## config.mk

```make
export PLATFORM = sky130hd
export DESIGN_NAME = miriscv_lsu_resp_buffer
export DESIGN_NICKNAME = d
export VERILOG_FILES = /design/src/rtl/miriscv_lsu_pkg.sv /design/src/rtl/miriscv_lsu_align.sv /design/src/rtl/miriscv_lsu_resp_buffer.sv
export SDC_FILE = /design/constraint.sdc
export NUM_CORES = 1
export LEC_CHECK = 0
export BUFFER_PORTS_ARGS = -buffer_cell sky130_fd_sc_hd__clkbuf_2
export CAP_MARGIN = 15
export CORE_ASPECT_RATIO = 0.8
export CORE_MARGIN = 2
export CORE_UTILIZATION = 51
export DETAILED_ROUTE_END_ITERATION = 10
export GPL_ROUTABILITY_DRIVEN = 0
export PLACE_DENSITY = 0.73
export SYNTH_ARGS = -nofsm -noshare
export SYNTH_HDL_FRONTEND = slang
export SYNTH_SLANG_ARGS = --single-unit
```

## constraint.sdc

```tcl
create_clock -name clk_i -period 3 [get_ports clk_i]
set_input_delay 0.6 -clock clk_i [delete_from_list [all_inputs] [get_ports clk_i]]
set_output_delay 0.6 -clock clk_i [all_outputs]
set_load 0.01 [all_outputs]
```

## src/rtl/miriscv_lsu_pkg.sv

```systemverilog
// Shared LSU encodings and the response-buffer entry payload.
package miriscv_lsu_pkg;

  localparam int unsigned MEM_ACCESS_W     = 3;
  localparam int unsigned LSU_DATA_MAX_W   = 64;
  localparam int unsigned LSU_OFFSET_MAX_W = 3;

  localparam logic [MEM_ACCESS_W-1:0] MEM_ACCESS_WORD   = 3'd0;
  localparam logic [MEM_ACCESS_W-1:0] MEM_ACCESS_HALF   = 3'd1;
  localparam logic [MEM_ACCESS_W-1:0] MEM_ACCESS_BYTE   = 3'd2;
  localparam logic [MEM_ACCESS_W-1:0] MEM_ACCESS_UHALF  = 3'd3;
  localparam logic [MEM_ACCESS_W-1:0] MEM_ACCESS_UBYTE  = 3'd4;
  localparam logic [MEM_ACCESS_W-1:0] MEM_ACCESS_DOUBLE = 3'd5;
  localparam logic [MEM_ACCESS_W-1:0] MEM_ACCESS_UWORD  = 3'd6;

  // Data field is sized for the widest XLEN; narrower builds use the low bits.
  typedef struct packed {
    logic [MEM_ACCESS_W-1:0]     size;
    logic [LSU_OFFSET_MAX_W-1:0] offset;
    logic                        done;
    logic                        drop;
    logic                        misaligned;
    logic [LSU_DATA_MAX_W-1:0]   data;
  } lsu_resp_entry_t;

endpackage

```

## src/rtl/miriscv_lsu_align.sv

```systemverilog
// Load data aligner: selects the addressed field, sign/zero-extends it and
// flags offsets the access size cannot reach inside one XLEN word.
module miriscv_lsu_align
  import miriscv_lsu_pkg::*;
#(
  parameter int unsigned XLEN = 32
) (
  input  logic [MEM_ACCESS_W-1:0]    i_size,
  input  logic [$clog2(XLEN/8)-1:0]  i_offset,
  input  logic [XLEN-1:0]            i_rdata,
  output logic [XLEN-1:0]            o_data_c,
  output logic                       o_misaligned_c
);

  localparam int unsigned NBYTES = XLEN / 8;

  logic [XLEN-1:0] w_shift;
  logic [63:0]     w_field;
  logic [31:0]     w_off;
  logic [63:0]     w_ext;
  logic            w_ok;

  assign w_shift = i_rdata >> {i_offset, 3'b000};
  assign w_field = 64'(w_shift);
  assign w_off   = 32'(i_offset);

  always_comb begin
    w_ok  = 1'b1;
    w_ext = '0;
    case (i_size)
      MEM_ACCESS_BYTE:   w_ext = {{56{w_field[7]}}, w_field[7:0]};
      MEM_ACCESS_UBYTE:  w_ext = {56'd0, w_field[7:0]};
      MEM_ACCESS_HALF: begin
        w_ok  = (w_off <= NBYTES - 2);
        w_ext = {{48{w_field[15]}}, w_field[15:0]};
      end
      MEM_ACCESS_UHALF: begin
        w_ok  = (w_off <= NBYTES - 2);
        w_ext = {48'd0, w_field[15:0]};
      end
      MEM_ACCESS_WORD: begin
        w_ok  = (w_off <= NBYTES - 4);
        w_ext = {{32{w_field[31]}}, w_field[31:0]};
      end
      MEM_ACCESS_UWORD: begin
        w_ok  = (XLEN == 64) && (w_off <= NBYTES - 4);
        w_ext = {32'd0, w_field[31:0]};
      end
      MEM_ACCESS_DOUBLE: begin
        w_ok  = (XLEN == 64) && (w_off == 32'd0);
        w_ext = w_field;
      end
      default: w_ok = 1'b0;
    endcase
  end

  assign o_data_c       = w_ok ? XLEN'(w_ext) : '0;
  assign o_misaligned_c = ~w_ok;

endmodule

```

## src/rtl/miriscv_lsu_resp_buffer.sv

```systemverilog
// In-order load-response tracker with kill/drop and aligned delivery.
// Optional MIRISCV_LSU_RESP_RAW_EN adds raw rdata/offset outputs for RVFI.
module miriscv_lsu_resp_buffer
  import miriscv_lsu_pkg::*;
#(
  parameter int unsigned XLEN  = 32,
  parameter int unsigned DEPTH = 4
) (
  input  logic                        clk_i,
  input  logic                        arstn_i,
  input  logic                        req_valid_i,
  output logic                        req_ready_o,
  input  logic [MEM_ACCESS_W-1:0]     req_size_i,
  input  logic [$clog2(XLEN/8)-1:0]   req_offset_i,
  input  logic                        kill_i,
  input  logic                        data_rvalid_i,
  input  logic [XLEN-1:0]             data_rdata_i,
  output logic                        resp_valid_o,
  input  logic                        resp_ready_i,
  output logic [XLEN-1:0]             resp_data_o,
  output logic                        resp_misaligned_o,
  output logic [$clog2(DEPTH):0]      count_o,
  output logic                        idle_o,
  output logic                        spurious_o
`ifdef MIRISCV_LSU_RESP_RAW_EN
  ,
  output logic [XLEN-1:0]             resp_raw_rdata_o,
  output logic [$clog2(XLEN/8)-1:0]   resp_offset_o
`endif
);

  localparam int unsigned IDX_W = $clog2(DEPTH);
  localparam int unsigned PTR_W = IDX_W + 1;
  localparam int unsigned OFF_W = $clog2(XLEN / 8);

  // Pointers carry an extra wrap bit so full and empty are distinguishable.
  logic [PTR_W-1:0] r_wr_ptr, r_rsp_ptr, r_rd_ptr;
  lsu_resp_entry_t  r_entry [DEPTH];
  logic             r_spurious;

  logic [IDX_W-1:0] w_wr_idx, w_rsp_idx, w_rd_idx;
  logic [PTR_W-1:0] w_count;
  lsu_resp_entry_t  w_head, w_new;
  logic             w_alloc, w_inflight, w_fill, w_head_done, w_retire;
  logic [XLEN-1:0]  w_align_data;
  logic             w_align_mis;
  logic             w_unused;

  assign w_wr_idx    = r_wr_ptr[IDX_W-1:0];
  assign w_rsp_idx   = r_rsp_ptr[IDX_W-1:0];
  assign w_rd_idx    = r_rd_ptr[IDX_W-1:0];
  assign w_count     = r_wr_ptr - r_rd_ptr;
  assign w_head      = r_entry[w_rd_idx];
  assign w_alloc     = req_valid_i & req_ready_o;
  assign w_inflight  = (r_rsp_ptr != r_wr_ptr);
  assign w_fill      = data_rvalid_i & w_inflight;
  assign w_head_done = (r_rd_ptr != r_rsp_ptr) & w_head.done;
  assign w_retire    = w_head_done & (w_head.drop | resp_ready_i);

  always_comb begin
    w_new        = '0;
    w_new.size   = req_size_i;
    w_new.offset = LSU_OFFSET_MAX_W'(req_offset_i);
  end

  miriscv_lsu_align #(.XLEN(XLEN)) u_align (
    .i_size         (r_entry[w_rsp_idx].size),
    .i_offset       (r_entry[w_rsp_idx].offset[OFF_W-1:0]),
    .i_rdata        (data_rdata_i),
    .o_data_c       (w_align_data),
    .o_misaligned_c (w_align_mis)
  );

  // Kill marks every slot; a same-cycle allocation overwrites its own slot clean.
  always_ff @(posedge clk_i or negedge arstn_i) begin
    if (!arstn_i) begin
      r_wr_ptr   <= '0;
      r_rsp_ptr  <= '0;
      r_rd_ptr   <= '0;
      r_spurious <= 1'b0;
      for (int i = 0; i < DEPTH; i++) r_entry[i] <= '0;
    end else begin
      if (kill_i) begin
        for (int i = 0; i < DEPTH; i++) r_entry[i].drop <= 1'b1;
      end
      if (w_fill) begin
        r_entry[w_rsp_idx].done       <= 1'b1;
        r_entry[w_rsp_idx].misaligned <= w_align_mis;
        r_entry[w_rsp_idx].data       <= LSU_DATA_MAX_W'(w_align_data);
        r_rsp_ptr                     <= r_rsp_ptr + PTR_W'(1);
      end
      if (data_rvalid_i && !w_inflight) r_spurious <= 1'b1;
      if (w_retire) r_rd_ptr <= r_rd_ptr + PTR_W'(1);
      if (w_alloc) begin
        r_entry[w_wr_idx] <= w_new;
        r_wr_ptr          <= r_wr_ptr + PTR_W'(1);
      end
    end
  end

  always_comb begin
    w_unused = 1'b0;
    for (int i = 0; i < DEPTH; i++) w_unused = w_unused ^ (^r_entry[i]);
  end

  assign req_ready_o       = (w_count < PTR_W'(DEPTH));
  assign resp_valid_o      = w_head_done & ~w_head.drop;
  assign resp_data_o       = resp_valid_o ? XLEN'(w_head.data) : '0;
  assign resp_misaligned_o = resp_valid_o & w_head.misaligned;
  assign count_o           = w_count;
  assign idle_o            = (w_count == '0);
  assign spurious_o        = r_spurious;

`ifdef MIRISCV_LSU_RESP_RAW_EN
  logic [XLEN-1:0] r_raw [DEPTH];

  always_ff @(posedge clk_i or negedge arstn_i) begin
    if (!arstn_i) begin
      for (int i = 0; i < DEPTH; i++) r_raw[i] <= '0;
    end else if (w_fill) begin
      r_raw[w_rsp_idx] <= data_rdata_i;
    end
  end

  assign resp_raw_rdata_o = resp_valid_o ? r_raw[w_rd_idx] : '0;
  assign resp_offset_o    = resp_valid_o ? w_head.offset[OFF_W-1:0] : '0;
`endif

endmodule

```

# Word level (Yosys, flattened, before mapping)
# Cells that the tools add are included.
# classes
addsub,4
order_cmp,8
n_eq_ne,8
shift,1
muxes,28
n_bitwise,12
reduce_logical,9
# ops
operator,count
292-bit bitwise mux,4
73-bit demux with 2-bit select,4
292-bit two-way mux,2
73-bit binary-select mux with 2-bit select,2
73-bit two-way mux,3
67-bit two-way mux,3
32-bit one-hot mux with 6 select lines,1
65-bit two-way mux,1
32-bit two-way mux,2
64-bit two-way mux,1
32-bit by 5-bit >> shifter with 32-bit output,1
"3-bit by 1-bit adder with 3-bit output, second input constant",3
"3-bit equality test, second input constant",3
"3-bit greater-or-equal comparator, second input constant",3
2-bit NOT with 3-bit output,3
1-bit bitwise AND,6
"3-bit by 2-bit equality test with 1-bit output, second input constant",2
3-bit zero test,2
"3-bit by 1-bit less-than comparator with 1-bit output, second input constant",2
3-bit != test,2
2-bit OR reduction,3
1-bit two-way mux,4
"3-bit by 1-bit equality test with 1-bit output, second input constant",1
1-bit logical AND,3
other kinds (8),9
# word_totals
register_bits,302
wordCells,98

# Depth between registers and ports, before layout
# Gate-level depths: netlist of run 1.
# depth
depth_word,13
mapped_depth,12

# By module
# From an unflattened synthesis of run 1, not the netlist that was laid out.
# hier_totals
hier_cells,928
hier_area_um2,9043.7
# modules_own_cells
mod,instances,cells_each,area_each_um2,seq_area_each_um2
miriscv_lsu_resp_buffer,1,796,8187.9,4254.1
miriscv_lsu_align,1,132,855.8,0.0

# Least setup slack after synthesis of run 1
# OpenSTA, ideal clock, no wires.
# synth_timing
kind,reg2reg
startpoint,register r_wr_ptr[0]
endpoint,register r_entry[247] (netlist name)
setup_ns,0.121
arrival_ns,2.822
t_required_ns,2.879
path_slack_ns,0.057
stages_incl_launch_ff,13
path_buffers,3
synth_period_minus_slack_ns,2.943
cell_sequence,dfrtp_1 > inv_1 > ha_1 > fa_1 > xnor3_1 > and2_1 > clkbuf_1 > nand2_1 > and2_1 > buf_2 > and2_1 > clkbuf_2 > a22o_1
# synth_via
elab_cells_between_ends,14
cone_classes,1 x add/sub; 3 x order compare; 1 x eq/ne; 5 x mux; 3 x bitwise; 1 x reduce/logical
# synth_lines
element,line_no,text
"start, declared",miriscv_lsu_resp_buffer.sv:37,"logic [PTR_W-1:0] r_wr_ptr, r_rsp_ptr, r_rd_ptr;"
"start signal, assigned",miriscv_lsu_resp_buffer.sv:96,r_wr_ptr <= r_wr_ptr + PTR_W'(1);
3-bit subtractor,miriscv_lsu_resp_buffer.sv:52,assign w_count = r_wr_ptr - r_rd_ptr;
3-bit less-than comparator,miriscv_lsu_resp_buffer.sv:106,assign req_ready_o = (w_count < PTR_W'(DEPTH));
via req_ready_o,miriscv_lsu_resp_buffer.sv:12,"output logic req_ready_o,"
1-bit bitwise AND,miriscv_lsu_resp_buffer.sv:54,assign w_alloc = req_valid_i & req_ready_o;
292-bit two-way mux,miriscv_lsu_resp_buffer.sv:94,if (w_alloc) begin
"end signal, assigned by index",miriscv_lsu_resp_buffer.sv:95,r_entry[w_wr_idx] <= w_new;
"end, declared",miriscv_lsu_resp_buffer.sv:38,lsu_resp_entry_t r_entry [DEPTH];
# The timed path passes the listed nets, and every way through them passes these cells.
# A chain may end at the register's enable or synchronous reset.

# Worst setup path after layout of run 1
# layout_timing
startpoint,register r_rsp_ptr[0]
endpoint,register r_entry[19] (netlist name)
# layout_via
elab_chain_len,12
elab_cells_between_ends,35
cone_classes,4 x order compare; 7 x eq/ne; 1 x shift; 16 x mux; 2 x bitwise; 5 x reduce/logical
# layout_lines
element,line_no,text
"start, declared",miriscv_lsu_resp_buffer.sv:37,
"start signal, assigned",miriscv_lsu_resp_buffer.sv:90,r_rsp_ptr <= r_rsp_ptr + PTR_W'(1);
"parallel branches: the longest is 9 deep, another holds 292-bit bitwise mux",-,
292-bit two-way mux *,miriscv_lsu_resp_buffer.sv:86,if (w_fill) begin
292-bit bitwise mux,miriscv_lsu_resp_buffer.sv:95,
292-bit two-way mux *,miriscv_lsu_resp_buffer.sv:94,
# Mark *: on every way between the ends. The select of a mux whose other input is x is not followed.

==> flow_summary.toml, run 1 <==
[power]
p_int_w = 0.00734
p_sw_w = 0.00583
power_frac_comb = 0.558
ir_drop_mv = 0.658
switching_share = 0.443
p_seq_frac = 0.276
leakagePower_nw = 4.62
clockPowerShare = 0.166
power_density_nw_per_um2 = 1320

[synthesis]
synth-seq-cells = 170
yosys_warnings = 0
ys.flop_type = "dfrtp_1"
synth_cell_types = 48
synth_top_cell_by_area = "dfrtp_1"
yosysMostFrequentCell = "nand2_1"
synthTopCellsByArea = "dfrtp_1, mux4_2, nand2_1"
syn_inst = 771
ys_async_sr_fraction = 1.00
synth_commonest_cells = "nand2_1, dfrtp_1, o21ai_0"
syn_avg_cell_area_um2 = 10.9
yosys.area.top_type_share = 0.505
synth_edf_count = 0
syn_nets = 825
synthesis.area_um2 = 8420
synth_seq_area_share = 0.505

[die]
initial_core_util = 0.528
die_y_um = 119
die_w_um = 148
dieArea_um2 = 17600
coreArea_um2 = 16000
design.portCount = 83
rows = 41

[clock_tree]
clock_sinks = 170
clk_latency_ns = 0.44
h-tree-depth = 4
cts_buffer_depth = 2
cts_made_buffers = 17
clock-root-buffer = "clkbuf_16"
cts_hold_buf = 0
clkTransAtPathRegs_ns = 0.07
cts_tree = "built"

[sta]
finalCritPeriodShare = 0.965
max_freq_ghz = 0.345
setup_viol = 0
fin_worst_hold_slack_ns = 0.127
rsz0062_at_grt = "no"
finClkSkew_ns = 0.00884
tightest_slew_ns = 0.763
period_needed_ns = 2.90
max_slew_margin = 0.491
timing_hold_violations_final = 0
final_max_slew_viol_count = 0

[flow_run]
drv_cap = 0

[min_path]
holdCritPathClass = "primary input to asynchronous set/reset pin"

[route]
via_count = 6560
drt-initial-drc-count = 769
wl_per_cell_um = 21.0
routed_wl_um = 22900
post-route-drc-count = 0
antenna_left = 0
firstDrtPassIters = 5
viasPerCell = 6.00

[finish]
drive_gt1_frac = 0.260
diodes = 0
postLayoutCellArea_um2 = 9940
nets = 921
synthToLayoutAreaGrowth_pct = 18.2
stdcell_count = 1093

[setup_path]
crit_arrival_ns = 3.26
critical_path_class = "flip-flop to flip-flop"
path_cells = "buf_4 > mux4_2 > buf_4 > or3b_2 > a21oi_1 > o31ai_4 > buf_4 > o21ai_1 > a22o_1"
crit_path_top_delay_cell = "mux4_2"
path_buf_inv = 3
cp_max_fo = 10
setup.worst_path.end_class = "flip-flop"
critPathMaxStageDelay_ns = 0.51
critical-path-top-delay-family = "compound AO/OA/AOI/OAI gates"
start_kind = "flip-flop"
worstPathRequired_ns = 3.37
cp_common_cell = "buf_4"

[global_routing]
grt_pass1_vias = 6354
grt_use_total = 0.276
grt_max_degree = 56
grt-ovfl-total = 0
antenna_found_initial = 0
grt_pass1_wl_um = 36800

[placement]
dp_cells = 1056
io_buffers = 82
dpl_cell_area_um2 = 9260
hpwl_um = 15900

[outcome]
status = "complete, no violations"
## power groups by stage
stage / clock network, W / logic, W / registers [W]
floorplan: 0 / 0.00494 / 0.00345
global placement: 0 / 0.00679 / 0.00362
detailed placement: 0 / 0.00689 / 0.00364
CTS: 0.00222 / 0.00708 / 0.00361
global route: 0.00232 / 0.00797 / 0.00371
finish: 0.00219 / 0.00735 / 0.00363
## cell usage in the layout, fill, tap and decap left out, drive strengths merged, types with 2 or more instances in the layout
master / n
o21ai: 81
mux2: 9
ha: 10
nand3b: 2
mux4: 40
dfrtp: 170
o31ai: 2
and2: 12
nand3: 4
nand2: 172
a22o: 60
a211oi: 4
clkinv: 3
mux2i: 18
nor2b: 34
nor2: 31
and3: 5
xor2: 6
nand2b: 5
buf: 50
o211ai: 7
clkbuf: 101
a311oi: 2
clkinvlp: 3
inv: 12
a21oi: 13
xnor2: 7
bufinv: 2
## logic make-up after synthesis
group,count (synthesis),share of synthesized area
mux,67,0.140
xor+xnor,14,0.0162
fa+ha+maj,11,0.0172
compound gates,172,0.142
simple gates,272,0.142
buf+inv,65,0.0363
flops,170,0.505
## metal layers
| metal | vias to the layer above | share of wire | GRT usage | routed length [um] |
|---|---|---|---|---|
| li1 | 2905 | - | - | - |
| met1 | 3303 | 0.46 | 0.422 | 10500 |
| met2 | 320 | 0.44 | 0.390 | 10100 |
| met3 | 32 | 0.084 | 0.0678 | 1920 |
| met4 | 0 | 0.017 | 0.0811 | 386 |
| met5 | - | 0 | 0 | 0 |
## registers in the layout (all words and copies together) (netlist names)
signal / cells
r_wr_ptr: 3
r_entry: 160
r_rd_ptr: 3
spurious_o: 1
r_rsp_ptr: 3
## worst paths after layout
kind	startpoint	to	slack (ns)	cells past startpoint
max	r_rsp_ptr[0]$_DFFE_PN0P_	r_entry[19]$_DFF_PN0_	0.10	9
min	arstn_i	r_entry[211]$_DFF_PN0_	0.13	1
max reg2reg	r_rsp_ptr[0]$_DFFE_PN0P_	r_entry[19]$_DFF_PN0_	0.10	9
min reg2reg	spurious_o$_DFFE_PN0P_	spurious_o$_DFFE_PN0P_	0.47	1
max in group asynchronous	arstn_i	r_entry[11]$_DFF_PN0_	2.19	2
min in group clk_i	req_offset_i[0]	r_entry[67]$_DFFE_PN0P_	0.41	3
## through the flow
step	power, W	setup TNS [ns]	setup slack [ns]	util
after global routing	0.0140	0	0.00756	0.623
final	0.0132	0	0.105	0.623
after CTS	0.0129	-0.104	-0.0307	0.620
after detailed placement	0.0105	-3.63	-0.198	0.581
after global placement	0.0104	-0.255	-0.0269	0.581
after floorplan	0.00839	0	0.0568	-
## worst reg2reg max path, cell delays in order (launching register included)
cell	delay, ns
dfrtp_1	0.45
buf_4	0.18
mux4_2	0.51
buf_4	0.19
or3b_2	0.46
a21oi_1	0.27
o31ai_4	0.13
buf_4	0.17
o21ai_1	0.24
a22o_1	0.22
## cell type report
type	instances	area [um^2]
multi-input cells	537	3920
repair buffers	131	885
clock buffers	20	457
fillers	1278	6010
flip-flops and latches	170	4260
inverters	10	37.5
clock inverters	10	119
well taps	215	269
## what timing repair did
item                                    4_1_cts  5_1_grt
pin swaps                                     2        3
buffers inserted                              4        2
endpoints found under the setup margin       89       66
gates resized for setup                       4        3
hold endpoints to repair                      0        0
gates cloned                                  1        0
(Power assumes the default switching activity.)
==> run 2: changes to the inputs <==
CORE_MARGIN = 4   (was 2)
GPL_ROUTABILITY_DRIVEN = not set   (was 0)
==> flow_summary.toml, run 2 (same netlist as run 1, synthesis figures left out) <==
[outcome]
status = "complete, no violations"

[route]
routed_wl_um = 22600
firstDrtPassIters = 6
drt-initial-drc-count = 547
via_count = 6394
viasPerCell = 5.90
post-route-drc-count = 0
antenna_left = 0
wl_per_cell_um = 20.9

[die]
dieArea_um2 = 18600
die_y_um = 123
die_w_um = 152
rows = 41
initial_core_util = 0.528
coreArea_um2 = 16000
design.portCount = 83

[setup_path]
crit_arrival_ns = 2.22
setup.worst_path.end_class = "output pin"
cp-startpoint = "r_rd_ptr[0]$_DFFE_PN0P_"
worstPathRequired_ns = 2.40
r2r-start = "r_rsp_ptr[0]$_DFFE_PN0P_"
critical_path_class = "flip-flop to output pin"
start_kind = "flip-flop"
cp_max_fo = 24

[flow_run]
drv_cap = 0

[clock_tree]
cts_tree = "built"
clkTransAtPathRegs_ns = 0.06
cts_buffer_depth = 2
cts_made_buffers = 17
clock_sinks = 170
clock-root-buffer = "clkbuf_16"
h-tree-depth = 4
clk_latency_ns = 0.44

[sta]
rsz0062_at_grt = "no"
finalCritPeriodShare = 0.939
tightest_slew_ns = 0.639
timing_hold_violations_final = 0
max_slew_margin = 0.569
final_max_slew_viol_count = 0
max_freq_ghz = 0.355
period_needed_ns = 2.82
setup_viol = 0
finClkSkew_ns = 0.00763
finalSetupTns_ns = 0

[placement]
gp_congestion = 0.868
dpl_cell_area_um2 = 9180
hpwl_um = 15300
io_buffers = 82

[global_routing]
antenna_found_initial = 0
grt-ovfl-total = 0
grt_pass1_vias = 6294
grt_pass1_wl_um = 35700
grt_max_degree = 80
grt_use_total = 0.256

[min_path]
holdCritPathClass = "primary input to asynchronous set/reset pin"

[finish]
postLayoutCellArea_um2 = 9850
final_common_cell = "nand2_1"
max_flop_register = "r_entry"
filler_cell_count = 1236
nets = 909
synthToLayoutAreaGrowth_pct = 17.0
diodes = 0
largest_register_ffs = 160
drive_gt1_frac = 0.256
final_cell_mix = "nand2_1, dfrtp_1, clkbuf_2"

[power]
power_density_nw_per_um2 = 1300
leakagePower_nw = 4.58
ir_drop_mv = 0.560
==> run 2: cell count changes in the layout (fill, tap and decap cells not counted), moves of 2 or more <==
| cell | before | now |
|---|---|---|
| clkbuf_8 | 2 | 4 |
| nand2_1 | 172 | 170 |
| o21ai_1 | 14 | 11 |
| a311oi_4 | 2 | 0 |
| o21ai_0 | 64 | 67 |
| and2_1 | 8 | 6 |
| nand2_2 | 0 | 2 |
| buf_4 | 41 | 31 |
| clkinv_4 | 1 | 3 |
| and2_2 | 0 | 2 |
==> run 2: worst max-delay path: stages (launching register included) <==
cell and delay [ns]:
dfrtp_2 0.43, buf_4 0.45, mux4_2 0.60, nor2b_1 0.16, clkbuf_2 0.12
==> run 2: layout make-up <==
| cell class | count | area [um^2] | share of cell area |
|---|---|---|---|
| Sequential cell | 170 | 4260 | 0.432 |
| Timing Repair Buffer | 120 | 790 | 0.0801 |
| Clock buffer | 21 | 480 | 0.0488 |
| Tap cell | 215 | 269 | 0.0273 |
| Multi-Input combinational cell | 536 | 3880 | 0.394 |
| Inverter | 10 | 37.5 | 0.00381 |
| Clock inverter | 11 | 133 | 0.0135 |
==> run 2: per-stage QoR <==
| step | power [W] | hold WS, ns | setup slack (ns) | utilization | cells |
|---|---|---|---|---|---|
| after floorplan | 0.00839 | 0.304 | 0.0568 | - | 771 |
| after global placement | 0.0102 | 0.457 | 0.154 | 0.575 | 1046 |
| after detailed placement | 0.0104 | 0.461 | 0.106 | 0.575 | 1046 |
| after CTS | 0.0127 | 0.0565 | 0.00608 | 0.614 | 1078 |
| after global routing | 0.0137 | 0.0751 | 0.0367 | 0.617 | 1083 |
| final | 0.0128 | 0.0562 | 0.182 | 0.617 | 1083 |
==> run 2: path summary, 6_finish.rpt <==
path	cells past startpoint	endpoint	slack [ns]
min in group clk_i	3	r_entry[216]$_DFFE_PN0P_	0.41
max	4	resp_data_o[23]	0.18
max in group asynchronous	2	r_entry[242]$_DFF_PN0_	2.21
max reg2reg	8	r_entry[30]$_DFF_PN0_	0.23
min reg2reg	2	r_entry[67]$_DFFE_PN0P_	0.47
min	1	r_rd_ptr[2]$_DFFE_PN0P_	0.06
==> run 2: metal layers <==
layer | track usage | vias up | wire length, um
met5 | 0 | - | 0
met4 | 0.0696 | 0 | 325
met3 | 0.0707 | 31 | 1860
met2 | 0.372 | 264 | 10100
met1 | 0.383 | 3227 | 10300
li1 | - | 2872 | -
==> run 2: power breakdown <==
| part | total, W | switching, W | internal, W | leakage, nW |
|---|---|---|---|---|
| Clock | 0.00226 | 0.000938 | 0.00132 | 0.297 |
| Combinational | 0.00697 | 0.00423 | 0.00274 | 2.07 |
| Sequential | 0.00361 | 0.000493 | 0.00312 | 2.21 |
| Total | 0.0128 | 0.00566 | 0.00718 | 4.58 |
==> run 2: what timing repair did <==
action | 4_1_cts | 5_1_grt
gates resized for setup | 1 | 5
hold buffers | 0 | 0
setup buffers | 0 | 5
pin swaps | 0 | 3
setup endpoints to repair | 1 | 76
==> run 3: changes to the inputs <==
CELL_PAD_IN_SITES_DETAIL_PLACEMENT = 1   (was not set)
CELL_PAD_IN_SITES_GLOBAL_PLACEMENT = 2   (was not set)
CORE_UTILIZATION = 35   (was 51)
PLACE_DENSITY = not set   (was 0.73)
PLACE_DENSITY_LB_ADDON = 0.1   (was not set)
REMOVE_ABC_BUFFERS = 1   (was not set)
SKIP_CTS_REPAIR_TIMING = 1   (was not set)
==> flow_summary.toml, run 3 (same netlist as run 1, synthesis figures left out) <==
[outcome]
status = "complete, no violations"

[global_routing]
grt_pass1_wl_um = 42200
antenna_found_initial = 0
grt-ovfl-total = 0
grt_max_degree = 63
grt_pass1_vias = 6917
grt_use_total = 0.205

[route]
firstDrtPassIters = 5
via_count = 6360
wl_per_cell_um = 22.7
antenna_left = 0
viasPerCell = 5.37
post-route-drc-count = 0
routed_wl_um = 26900
drt-initial-drc-count = 392

[finish]
final_cell_mix = "nand2_1, dfrtp_1, clkbuf_2"
postLayoutCellArea_um2 = 10000
max_flop_register = "r_entry"
largest_register_ffs = 160
nets = 915
final_common_cell = "nand2_1"
drive_gt1_frac = 0.258
synthToLayoutAreaGrowth_pct = 19.2
filler_cell_count = 2618
diodes = 0
stdcell_count = 1185

[placement]
hpwl_um = 18800
dpl_cell_area_um2 = 9350
io_buffers = 82
gp_congestion = 0.804
preCtsSetupSlack_ns = 0.0291
dp_cells = 1148

[die]
initial_core_util = 0.358
coreArea_um2 = 23500
dieArea_um2 = 26600
design.portCount = 83
die_w_um = 181
rows = 50
die_y_um = 147

[min_path]
holdCritPathClass = "primary input to asynchronous set/reset pin"

[power]
clockPowerShare = 0.174
power_frac_comb = 0.553
p_sw_w = 0.00604
ir_drop_mv = 0.585
switching_share = 0.455
p_int_w = 0.00724
p_seq_frac = 0.274
leakagePower_nw = 4.62
power_density_nw_per_um2 = 1320

[sta]
finalCritPeriodShare = 0.967
finClkSkew_ns = 0.0198
tightest_slew_ns = 0.791
final_max_slew_viol_count = 0
worst_slack_ns = 0.100
max_freq_ghz = 0.345
timing_hold_violations_final = 0
rsz0062_at_grt = "no"
setup_viol = 0
period_needed_ns = 2.90
max_slew_margin = 0.473

[setup_path]
crit_arrival_ns = 2.30
path_cells = "clkbuf_8 > mux4_2 > nor2b_1 > clkbuf_2"
cp-startpoint = "r_rd_ptr[1]$_DFFE_PN0P_"
r2r-start = "r_rsp_ptr[0]$_DFFE_PN0P_"
cp_max_fo = 32
r2r_cells = 7
worstPathRequired_ns = 2.40
critical_path_class = "flip-flop to output pin"
start_kind = "flip-flop"
critPathMaxStageDelay_ns = 0.59
crit_path_top_delay_cell = "mux4_2"
setup.worst_path.end_class = "output pin"

[clock_tree]
h-tree-depth = 4
clkTransAtPathRegs_ns = 0.07
cts_tree = "built"
clock-root-buffer = "clkbuf_16"
clock_sinks = 170
cts_made_buffers = 17
clk_latency_ns = 0.44
cts_buffer_depth = 2

[flow_run]
drv_cap = 0
-- run 3: per-stage QoR --
| stage | utilization | hold WS, ns | setup TNS, ns | total power (W) |
|---|---|---|---|---|
| after floorplan | - | 0.304 | -142.08 | 0.00813 |
| after global placement | 0.397 | 0.453 | 0 | 0.0107 |
| after detailed placement | 0.397 | 0.455 | 0 | 0.0109 |
| after CTS | 0.423 | 0.140 | -5.77 | 0.0133 |
| after global routing | 0.427 | 0.160 | 0 | 0.0142 |
| final | 0.427 | 0.129 | 0 | 0.0133 |
-- run 3: power by group through the flow --
stage	clock [W]	combinational (W)	sequential (W)
after floorplan	0	0.00439	0.00374
after global placement	0	0.00708	0.00361
after detailed placement	0	0.00726	0.00367
after CTS	0.00235	0.00729	0.00363
after global routing	0.00245	0.00803	0.00372
final	0.00231	0.00734	0.00363
-- run 3: worst paths after layout --
path | to | slack [ns]
worst max-delay path | resp_data_o[21] | 0.10
worst min-delay path | r_entry[212]$_DFF_PN0_ | 0.13
worst max register to register | r_entry[91]$_DFF_PN0_ | 0.13
worst min register to register | spurious_o$_DFFE_PN0P_ | 0.47
max in group asynchronous | r_entry[235]$_DFF_PN0_ | 2.08
min in group clk_i | r_entry[287]$_DFFE_PN0P_ | 0.40
-- run 3: cell type report --
class,instances,area (um^2),area share
multi-input combinational,536,3880,0.387
timing repair buffer,126,857,0.0854
sequential,170,4260,0.424
inverter,10,37.5,0.00374
tap,312,390,0.0389
clock buffer,19,453,0.0451
clock inverter,12,155,0.0155
-- run 3: critical path: cells and delay by family, from the launching register on --
| family | cells | cell delay [ns] |
|---|---|---|
| simple gates | 1 | 0.16 |
| buf+inv | 2 | 0.55 |
| flops | 1 | 0.52 |
| mux | 1 | 0.59 |
-- run 3: per-layer routing --
| metal | up-vias | part of all wire | global-route usage |
|---|---|---|---|
| met5 | - | 0.0021 | 0.0182 |
| met4 | 2 | 0.0082 | 0.0405 |
| met3 | 17 | 0.048 | 0.0426 |
| met2 | 166 | 0.45 | 0.315 |
| met1 | 3289 | 0.49 | 0.303 |
| li1 | 2886 | - | - |
